### config.mk
export PLATFORM = sky130hd
export DESIGN_NAME = branch_cmp_seq_flat
export DESIGN_NICKNAME = d
export VERILOG_FILES = /design/src/rtl/brcmp_pkg.sv /design/src/rtl/branch_cmp_seq_if.sv /design/src/rtl/brcmp_slice.sv /design/src/rtl/branch_cmp_seq.sv /design/src/flat_wrapper.sv
export SDC_FILE = /design/constraint.sdc
export NUM_CORES = 1
export LEC_CHECK = 0
export BUFFER_PORTS_ARGS = -buffer_cell sky130_fd_sc_hd__buf_2
export CAP_MARGIN = 20
export CORE_UTILIZATION = 53
export DETAILED_ROUTE_END_ITERATION = 8
export PLACE_DENSITY = 0.79
export SLEW_MARGIN = 5
export SYNTH_ARGS = -nofsm -noshare
export SYNTH_HDL_FRONTEND = slang
export SYNTH_SLANG_ARGS = --single-unit
### constraint.sdc
create_clock -name clk -period 10.1 [get_ports clk]
set_input_delay 2.02 -clock clk [delete_from_list [all_inputs] [get_ports clk]]
set_output_delay 2.02 -clock clk [all_outputs]
set_load 0.005 [all_outputs]
### src/rtl/brcmp_pkg.sv
// rtl/brcmp_pkg.sv - shared types and funct3 decode for the iterative branch comparator
package brcmp_pkg;

  typedef enum logic [1:0] {IDLE, BUSY, DONE} brcmp_state_t;

  localparam logic [2:0] F3_BEQ  = 3'b000;
  localparam logic [2:0] F3_BNE  = 3'b001;
  localparam logic [2:0] F3_BLT  = 3'b100;
  localparam logic [2:0] F3_BGE  = 3'b101;
  localparam logic [2:0] F3_BLTU = 3'b110;
  localparam logic [2:0] F3_BGEU = 3'b111;

  // funct3 = 01x is not a branch encoding and never takes
  function automatic logic branch_taken(input logic [2:0] f3, input logic eq, input logic lt);
    if (f3[2:1] == 2'b01) return 1'b0;
    return (f3[2] ? lt : eq) ^ f3[0];
  endfunction

endpackage

### src/rtl/branch_cmp_seq_if.sv
// rtl/branch_cmp_seq_if.sv - request/result handshake bundle for branch_cmp_seq
interface branch_cmp_seq_if #(parameter int WIDTH = 32);

  logic             in_valid;
  logic             in_ready;
  logic [WIDTH-1:0] rs1_data;
  logic [WIDTH-1:0] rs2_data;
  logic             br_un;
  logic [2:0]       funct3;
  logic             out_valid;
  logic             out_ready;
  logic             br_eq;
  logic             br_lt;
  logic             br_taken;

  modport master (
    output in_valid, rs1_data, rs2_data, br_un, funct3, out_ready,
    input  in_ready, out_valid, br_eq, br_lt, br_taken
  );

  modport slave (
    input  in_valid, rs1_data, rs2_data, br_un, funct3, out_ready,
    output in_ready, out_valid, br_eq, br_lt, br_taken
  );

endinterface

### src/rtl/brcmp_slice.sv
// rtl/brcmp_slice.sv - one CHUNK-bit compare; signed_top flips the sign bit so the
// unsigned compare orders two's complement values correctly
module brcmp_slice #(
  parameter int CHUNK = 8
) (
  input  logic [CHUNK-1:0] a,
  input  logic [CHUNK-1:0] b,
  input  logic             signed_top,
  output logic             eq,
  output logic             lt
);

  logic [CHUNK-1:0] flip;
  logic [CHUNK-1:0] a_m;
  logic [CHUNK-1:0] b_m;

  assign flip = CHUNK'(signed_top) << (CHUNK - 1);
  assign a_m  = a ^ flip;
  assign b_m  = b ^ flip;
  assign eq   = (a == b);
  assign lt   = (a_m < b_m);

endmodule

### src/rtl/branch_cmp_seq.sv
// rtl/branch_cmp_seq.sv - iterative MSB-first branch comparator, one slice per cycle
// BRCMP_EARLY_EXIT_EN: leave BUSY on the first differing slice instead of visiting all
module branch_cmp_seq
  import brcmp_pkg::*;
#(
  parameter int WIDTH = 32,
  parameter int CHUNK = 8
) (
  input  logic               clk,
  input  logic               rst_n,
  branch_cmp_seq_if.slave    bus
);

  localparam int NCHUNK = WIDTH / CHUNK;
  localparam int IDXW   = (NCHUNK > 1) ? $clog2(NCHUNK) : 1;
  localparam logic [IDXW-1:0] TOP_IDX = IDXW'(NCHUNK - 1);

  brcmp_state_t     state;
  logic [WIDTH-1:0] rs1_q;
  logic [WIDTH-1:0] rs2_q;
  logic             un_q;
  logic [2:0]       f3_q;
  logic [IDXW-1:0]  idx;
  logic             decided;
  logic             lt_q;
  logic             out_valid_q;
  logic             br_eq_q;
  logic             br_lt_q;
  logic             br_taken_q;

  logic [CHUNK-1:0] sl_a;
  logic [CHUNK-1:0] sl_b;
  logic             sl_eq;
  logic             sl_lt;
  logic             hit;
  logic             fin_eq;
  logic             fin_lt;
  logic             finish;

  assign sl_a = rs1_q[int'(idx)*CHUNK +: CHUNK];
  assign sl_b = rs2_q[int'(idx)*CHUNK +: CHUNK];

  brcmp_slice #(.CHUNK(CHUNK)) u_slice (
    .a          (sl_a),
    .b          (sl_b),
    .signed_top (!un_q && (idx == TOP_IDX)),
    .eq         (sl_eq),
    .lt         (sl_lt)
  );

  // The first differing slice (from the MSB) owns the result; later slices cannot override it
  always_comb begin
    hit    = !decided && !sl_eq;
    fin_lt = hit ? sl_lt : lt_q;
    fin_eq = !(decided || hit);
`ifdef BRCMP_EARLY_EXIT_EN
    finish = hit || (idx == '0);
`else
    finish = (idx == '0);
`endif
  end

  always_ff @(posedge clk) begin
    if (!rst_n) begin
      state       <= IDLE;
      out_valid_q <= 1'b0;
      br_eq_q     <= 1'b0;
      br_lt_q     <= 1'b0;
      br_taken_q  <= 1'b0;
      idx         <= TOP_IDX;
      decided     <= 1'b0;
    end else begin
      case (state)
        IDLE: begin
          if (bus.in_valid) begin
            rs1_q   <= bus.rs1_data;
            rs2_q   <= bus.rs2_data;
            un_q    <= bus.br_un;
            f3_q    <= bus.funct3;
            idx     <= TOP_IDX;
            decided <= 1'b0;
            state   <= BUSY;
          end
        end
        BUSY: begin
          if (hit) begin
            decided <= 1'b1;
            lt_q    <= sl_lt;
          end
          if (finish) begin
            br_eq_q     <= fin_eq;
            br_lt_q     <= fin_lt;
            br_taken_q  <= branch_taken(f3_q, fin_eq, fin_lt);
            out_valid_q <= 1'b1;
            state       <= DONE;
          end else begin
            idx <= idx - 1'b1;
          end
        end
        DONE: begin
          if (bus.out_ready) begin
            out_valid_q <= 1'b0;
            state       <= IDLE;
          end
        end
        default: state <= IDLE;
      endcase
    end
  end

  assign bus.in_ready  = (state == IDLE);
  assign bus.out_valid = out_valid_q;
  assign bus.br_eq     = br_eq_q;
  assign bus.br_lt     = br_lt_q;
  assign bus.br_taken  = br_taken_q;

endmodule

### src/flat_wrapper.sv
// flat-port wrapper written by rule: the top's interface ports become plain ports
module branch_cmp_seq_flat import brcmp_pkg::*;
#(
  parameter int WIDTH = 32,
  parameter int CHUNK = 8
)
  (clk, rst_n, bus_in_valid, bus_rs1_data, bus_rs2_data, bus_br_un, bus_funct3, bus_out_ready, bus_in_ready, bus_out_valid, bus_br_eq, bus_br_lt, bus_br_taken);
  branch_cmp_seq_if #(.WIDTH(WIDTH)) bus_i ();
  input  logic clk;
  input  logic rst_n;
  input wire logic [$bits(bus_i.in_valid)-1:0] bus_in_valid;
  input wire logic [$bits(bus_i.rs1_data)-1:0] bus_rs1_data;
  input wire logic [$bits(bus_i.rs2_data)-1:0] bus_rs2_data;
  input wire logic [$bits(bus_i.br_un)-1:0] bus_br_un;
  input wire logic [$bits(bus_i.funct3)-1:0] bus_funct3;
  input wire logic [$bits(bus_i.out_ready)-1:0] bus_out_ready;
  output wire logic [$bits(bus_i.in_ready)-1:0] bus_in_ready;
  output wire logic [$bits(bus_i.out_valid)-1:0] bus_out_valid;
  output wire logic [$bits(bus_i.br_eq)-1:0] bus_br_eq;
  output wire logic [$bits(bus_i.br_lt)-1:0] bus_br_lt;
  output wire logic [$bits(bus_i.br_taken)-1:0] bus_br_taken;
  assign bus_i.in_valid = bus_in_valid;
  assign bus_i.rs1_data = bus_rs1_data;
  assign bus_i.rs2_data = bus_rs2_data;
  assign bus_i.br_un = bus_br_un;
  assign bus_i.funct3 = bus_funct3;
  assign bus_i.out_ready = bus_out_ready;
  assign bus_in_ready = bus_i.in_ready;
  assign bus_out_valid = bus_i.out_valid;
  assign bus_br_eq = bus_i.br_eq;
  assign bus_br_lt = bus_i.br_lt;
  assign bus_br_taken = bus_i.br_taken;
  branch_cmp_seq #(.WIDTH(WIDTH), .CHUNK(CHUNK)) u_core (.clk(clk), .rst_n(rst_n), .bus(bus_i));
endmodule
==> Word-level counts from Yosys, hierarchy flattened <==
Index checks and enable logic that the tools add are counted.
{ "word_totals": {"inputBits": 72, "out_inout_bits": 5, "register_bits": 78, "word_cells": 68} }
{ "op_classes": {"shift": 2, "bitwise_logic": 3, "reduce_logical": 18, "magnitude_cmp": 1, "eq_ne": 10, "n_mux": 21, "n_addsub": 1} }
{ "op_table": {"columns": ["cell", "n"], "rows": [
  ["variable part select 32 x 6 -> 8 bit", 2],
  ["bitwise XOR 8 bit", 2],
  ["AND reduction 3 bit", 5],
  ["two-way mux 1 bit", 12],
  ["two-way mux 2 bit", 5],
  ["== test 8 bit", 1],
  ["less-than comparator 8 bit", 1],
  ["!= test 2 bit (second input constant)", 3],
  ["one-hot mux 2 bit (3 select lines)", 1],
  ["== test 2 x 1 -> 1 bit (second input constant)", 2],
  ["== test 2 bit (second input constant)", 2],
  ["logical NOT 1 bit", 4],
  ["logical NOT 2 bit", 2],
  ["!= test 2 x 1 -> 1 bit (second input constant)", 2],
  ["one-hot mux 1 bit (2 select lines)", 2],
  ["one-hot mux 2 bit (2 select lines)", 1],
  ["AND reduction 2 bit", 2],
  ["nonzero test 2 bit", 2],
  ["logical AND 1 bit", 2],
  ["subtractor 2 x 1 -> 2 bit (second input constant)", 1],
  ["logical OR 1 bit", 1],
  ["bitwise XOR 1 bit", 1]
]} }

==> Longest topological paths before layout <==
{ "depth": {"depth_word": 9, "mapped_depth": 11, "mapped_depth_nobuf": 9} }

==> Cells and area by module <==
From an unflattened synthesis, not the netlist that was laid out.
{ "hier_totals": {"hier_cells": 187, "hier_area_um2": 3206.8} }
{ "modules_own_cells": {"columns": ["mod", "n_inst", "area_per_inst_um2", "cells_per_inst", "seq_area_each_um2"], "rows": [
  ["branch_cmp_seq", 1, 2986.6, 154, 2252.2],
  ["brcmp_slice", 1, 220.2, 33, 0.0]
]} }

==> Least setup slack after synthesis <==
Ideal clock, no wire load.
{ "synth_timing": {"kind": "input-to-reg", "startpoint": "input port rst_n", "endpoint": "register u_core.f3_q[0] (enable)", "t_required_ps": 9438, "t_arrival_ps": 8561, "path_slack_ps": 877, "setup_ps": 662, "path_stages": 2, "n_path_buf": 0, "cell_sequence": "inv_1 nor4_1"} }
{ "synth_between": {"elab_chain_len": 1} }
{ "synth_rtl": {"columns": ["element", "line", "text"], "rows": [
  ["start, declared", "flat_wrapper.sv:10", "input logic rst_n;"],
  ["AND reduction 3 bit (no line)", null, null],
  ["end signal, assigned", "branch_cmp_seq.sv:79", "f3_q <= bus.funct3;"],
  ["end, declared", "branch_cmp_seq.sv:22", "logic [2:0] f3_q;"]
]} }
No other way between the ends.
A chain may end at the register's enable or synchronous reset.

==> Worst setup path after layout <==
{ "layout_timing": {"startpoint": "input port rst_n", "endpoint": "register u_core.rs1_q[30] (enable)"} }
{ "layout_between": {"elab_chain_len": 1} }
{ "layout_rtl": {"columns": ["element", "line", "text"], "rows": [
  ["AND reduction 3 bit (no line)", null, null],
  ["end signal, assigned", "branch_cmp_seq.sv:76", "rs1_q <= bus.rs1_data;"],
  ["end, declared", "branch_cmp_seq.sv:19", "logic [WIDTH-1:0] rs1_q;"]
]} }
No other way between the ends.

==> flow_summary.ini <==
[power]
power_w = 0.000644
power.density_nw_per_um2 = 167
vdd_drop_max_v = 0.000122
leakagePower_nw = 1.55

[global_routing]
antenna_found_initial = 0
grt_pass1_wl_um = 8000
gr-total-overflow = 0
grt_pass1_vias = 1799
grt_usage_pct = 17.4
grt_max_degree = 69

[logic_synthesis]
synth_area_leaders = edfxtp_1 (65%), mux4_2 (7.0%), dfxtp_1 (5.6%), mux4_1 (4.9%), ha_1 (3.5%)
yosysMostFrequentCell = edfxtp_1
synth_top_cell_by_area = edfxtp_1
synthCells = 185
synth-seq-area-share_pct = 70.4
ys_seq_elements = 78
synth_commonest_cells = edfxtp_1 (69), inv_1 (13), nor2_1 (11), a21oi_1 (10), mux4_2 (10)
ys_types = 34
syn_avg_cell_area_um2 = 17.3
ys.flop_type = edfxtp_1
mappedNetlistArea_um2 = 3200
synth_top_area_share_pct = 64.8
synthesis.nets = 266
ys_async_sr_fraction_pct = 0
yosysWarnings = 0
synth_edf_count = 69

[placed_design]
gp_congestion = 0.767
dp_hpwl_um = 3520
io_buffers = 76

[timing]
fin_crit_sh_pct = 32.7
relSlewSlack_pct = 44.1
worst_pin_slew_ns = 0.838
post-route-min-period_ns = 3.30
max_freq_ghz = 0.303
fin_setup_tns_ns = 0
fin_worst_skew_ns = 0.00430
hold_violations = 0
slew_violations = 0
rsz0062_at_grt = false
setup_violations = 0

[layout]
layout-drive-gt1-share_pct = 40.4
diodes = 0
area_growth_pct = 20.2
nNetsFinal = 348

[run_status]
status = completed

[floorplan]
die-height_um = 79.7
die-area_um2 = 6350
rows = 27
initial_core_util_pct = 56.4
io-pin-count = 77
die_x_um = 79.7
core_um2 = 5680

[worst_setup_path]
cpPeakStageDelay_ns = 0.67
crit_fanout = 68
crit_type = primary input to flop
cp_data_arrival_time_ns = 3.27
r2r_cells = 8
r2r_start = u_core.idx[1]
ff2ff_setup_slack_ns = 7.17
startpoint = rst_n
crit_chain = buf_2, inv_1, nor4_2, buf_4
crit_path_end_kind = flop
crit_required_ns = 10.06
startpoint_type = primary input
r2r-end = u_core.bus.br_taken
critical_path.slowest_cell = buf_4

[detailed_routing]
drc = 0
vias = 1828
drt-pass1-iter-count = 5
drtIter0Drc = 81
drtAntennaViolNets = 0
post_drt_wl_per_cell_um = 14.7
routed_via_density = 5.31
routed_wl_um = 5060

[cts]
root_buffer = clkbuf_8
tritoncts = yes
cts_sinks = 78
clk_pin_slew_ns = 0.07
cts_resized = 0
clkLatencyLatePin_ns = 0.33
numCtsBuffers = 9
hold_buffers = 0
cts_max_level = 3
postCtsSetupBuffers = 0
cts_buffer_depth = 2

[flow_run]
maxCapViolCount = 0

[worst_hold_path]
hold_depth = 2
hold_class = flop to flop
min-delay-start = u_core.bus.br_eq
holdPathEnd = u_core.bus.br_eq
-- layer usage --
layer  routed length, um  share of wire, %  track usage (%)  vias to the layer above
met5                   0                 0                0                        -
li1                    -                 -                -                      888
met4                  57               1.1             5.64                        0
met3                 247               4.9             5.60                        7
met1                2180                43             21.1                      880
met2                2570                51             29.6                       53
-- layout by cell type, fill, tap and decap left out, drive strengths merged, types with 3 or more instances in the layout --
master and instances:
edfxtp 69, dfxtp 9, clkinv 5, nand3 3
mux4 16, nor2b 3, nand2 6, inv 13
o21ai 4, a21oi 10, nor2 11, buf 78
clkbuf 9, ha 9
-- worst max path at each step --
stage                       endpoint  slack [ns]  cells past startpoint
floorplan             u_core.f3_q[0]        0.88                      2
detailed placement   u_core.rs2_q[3]        6.47                      4
finish              u_core.rs1_q[30]        6.80                      4
global placement    u_core.rs1_q[17]        6.51                      4
global route        u_core.rs2_q[16]        6.70                      4
CTS                 u_core.rs2_q[16]        6.82                      4
-- metrics by stage --
| stage | instances | area (um^2) | worst slack [ns] | utilization [%] | hold WS (ns) |
|---|---|---|---|---|---|
| 6_report | 344 | 3850 | 6.80 | 67.8 | 0.489 |
| 5_1_grt | 344 | 3850 | 6.70 | 67.8 | 0.514 |
| 4_1_cts | 344 | 3850 | 6.82 | 67.8 | 0.490 |
| 3_5_place_dp | 328 | 3660 | 6.47 | 64.4 | 0.472 |
| 3_3_place_gp | 328 | 3660 | 6.51 | 64.4 | 0.479 |
| 2_1_floorplan | 185 | 3200 | 0.877 | - | 0.483 |
-- critical path: cells and delay by family --
kind	cells	cell delay (ns)
buffers and inverters	3	0.96
and+or+nand+nor	1	0.22
-- flip-flops by register name, summed over array words and instances, names as in the netlist, 2 cells and up --
register / cells
u_core.f3_q: 3
u_core.idx: 2
u_core.rs1_q: 32
u_core.rs2_q: 32
u_core.state: 2
-- cell families after synthesis --
group | count (synthesis) | share of synthesized area (%)
fa+ha+maj | 9 | 3.52
simple gates | 35 | 5.55
compound gates | 24 | 4.89
xor+xnor | 1 | 0.274
mux | 18 | 12.8
flops | 78 | 70.4
buf+inv | 20 | 2.58
-- final cells by class --
class                           count  area, um^2
Fill cell                         406        1830
Clock inverter                      7        65.1
Clock buffer                        9         124
Inverter                           13        48.8
Sequential cell                    78        2250
Timing Repair Buffer               78         395
Tap cell                           72        90.1
Multi-Input combinational cell     87         871
-- power by group --
group | internal (W) | switching [W] | leakage [nW]
Sequential | 0.000365 | 0.00000478 | 0.712
Clock | 0.000112 | 0.000107 | 0.0964
Combinational | 0.0000293 | 0.0000248 | 0.738
(Power assumes the default switching activity.)
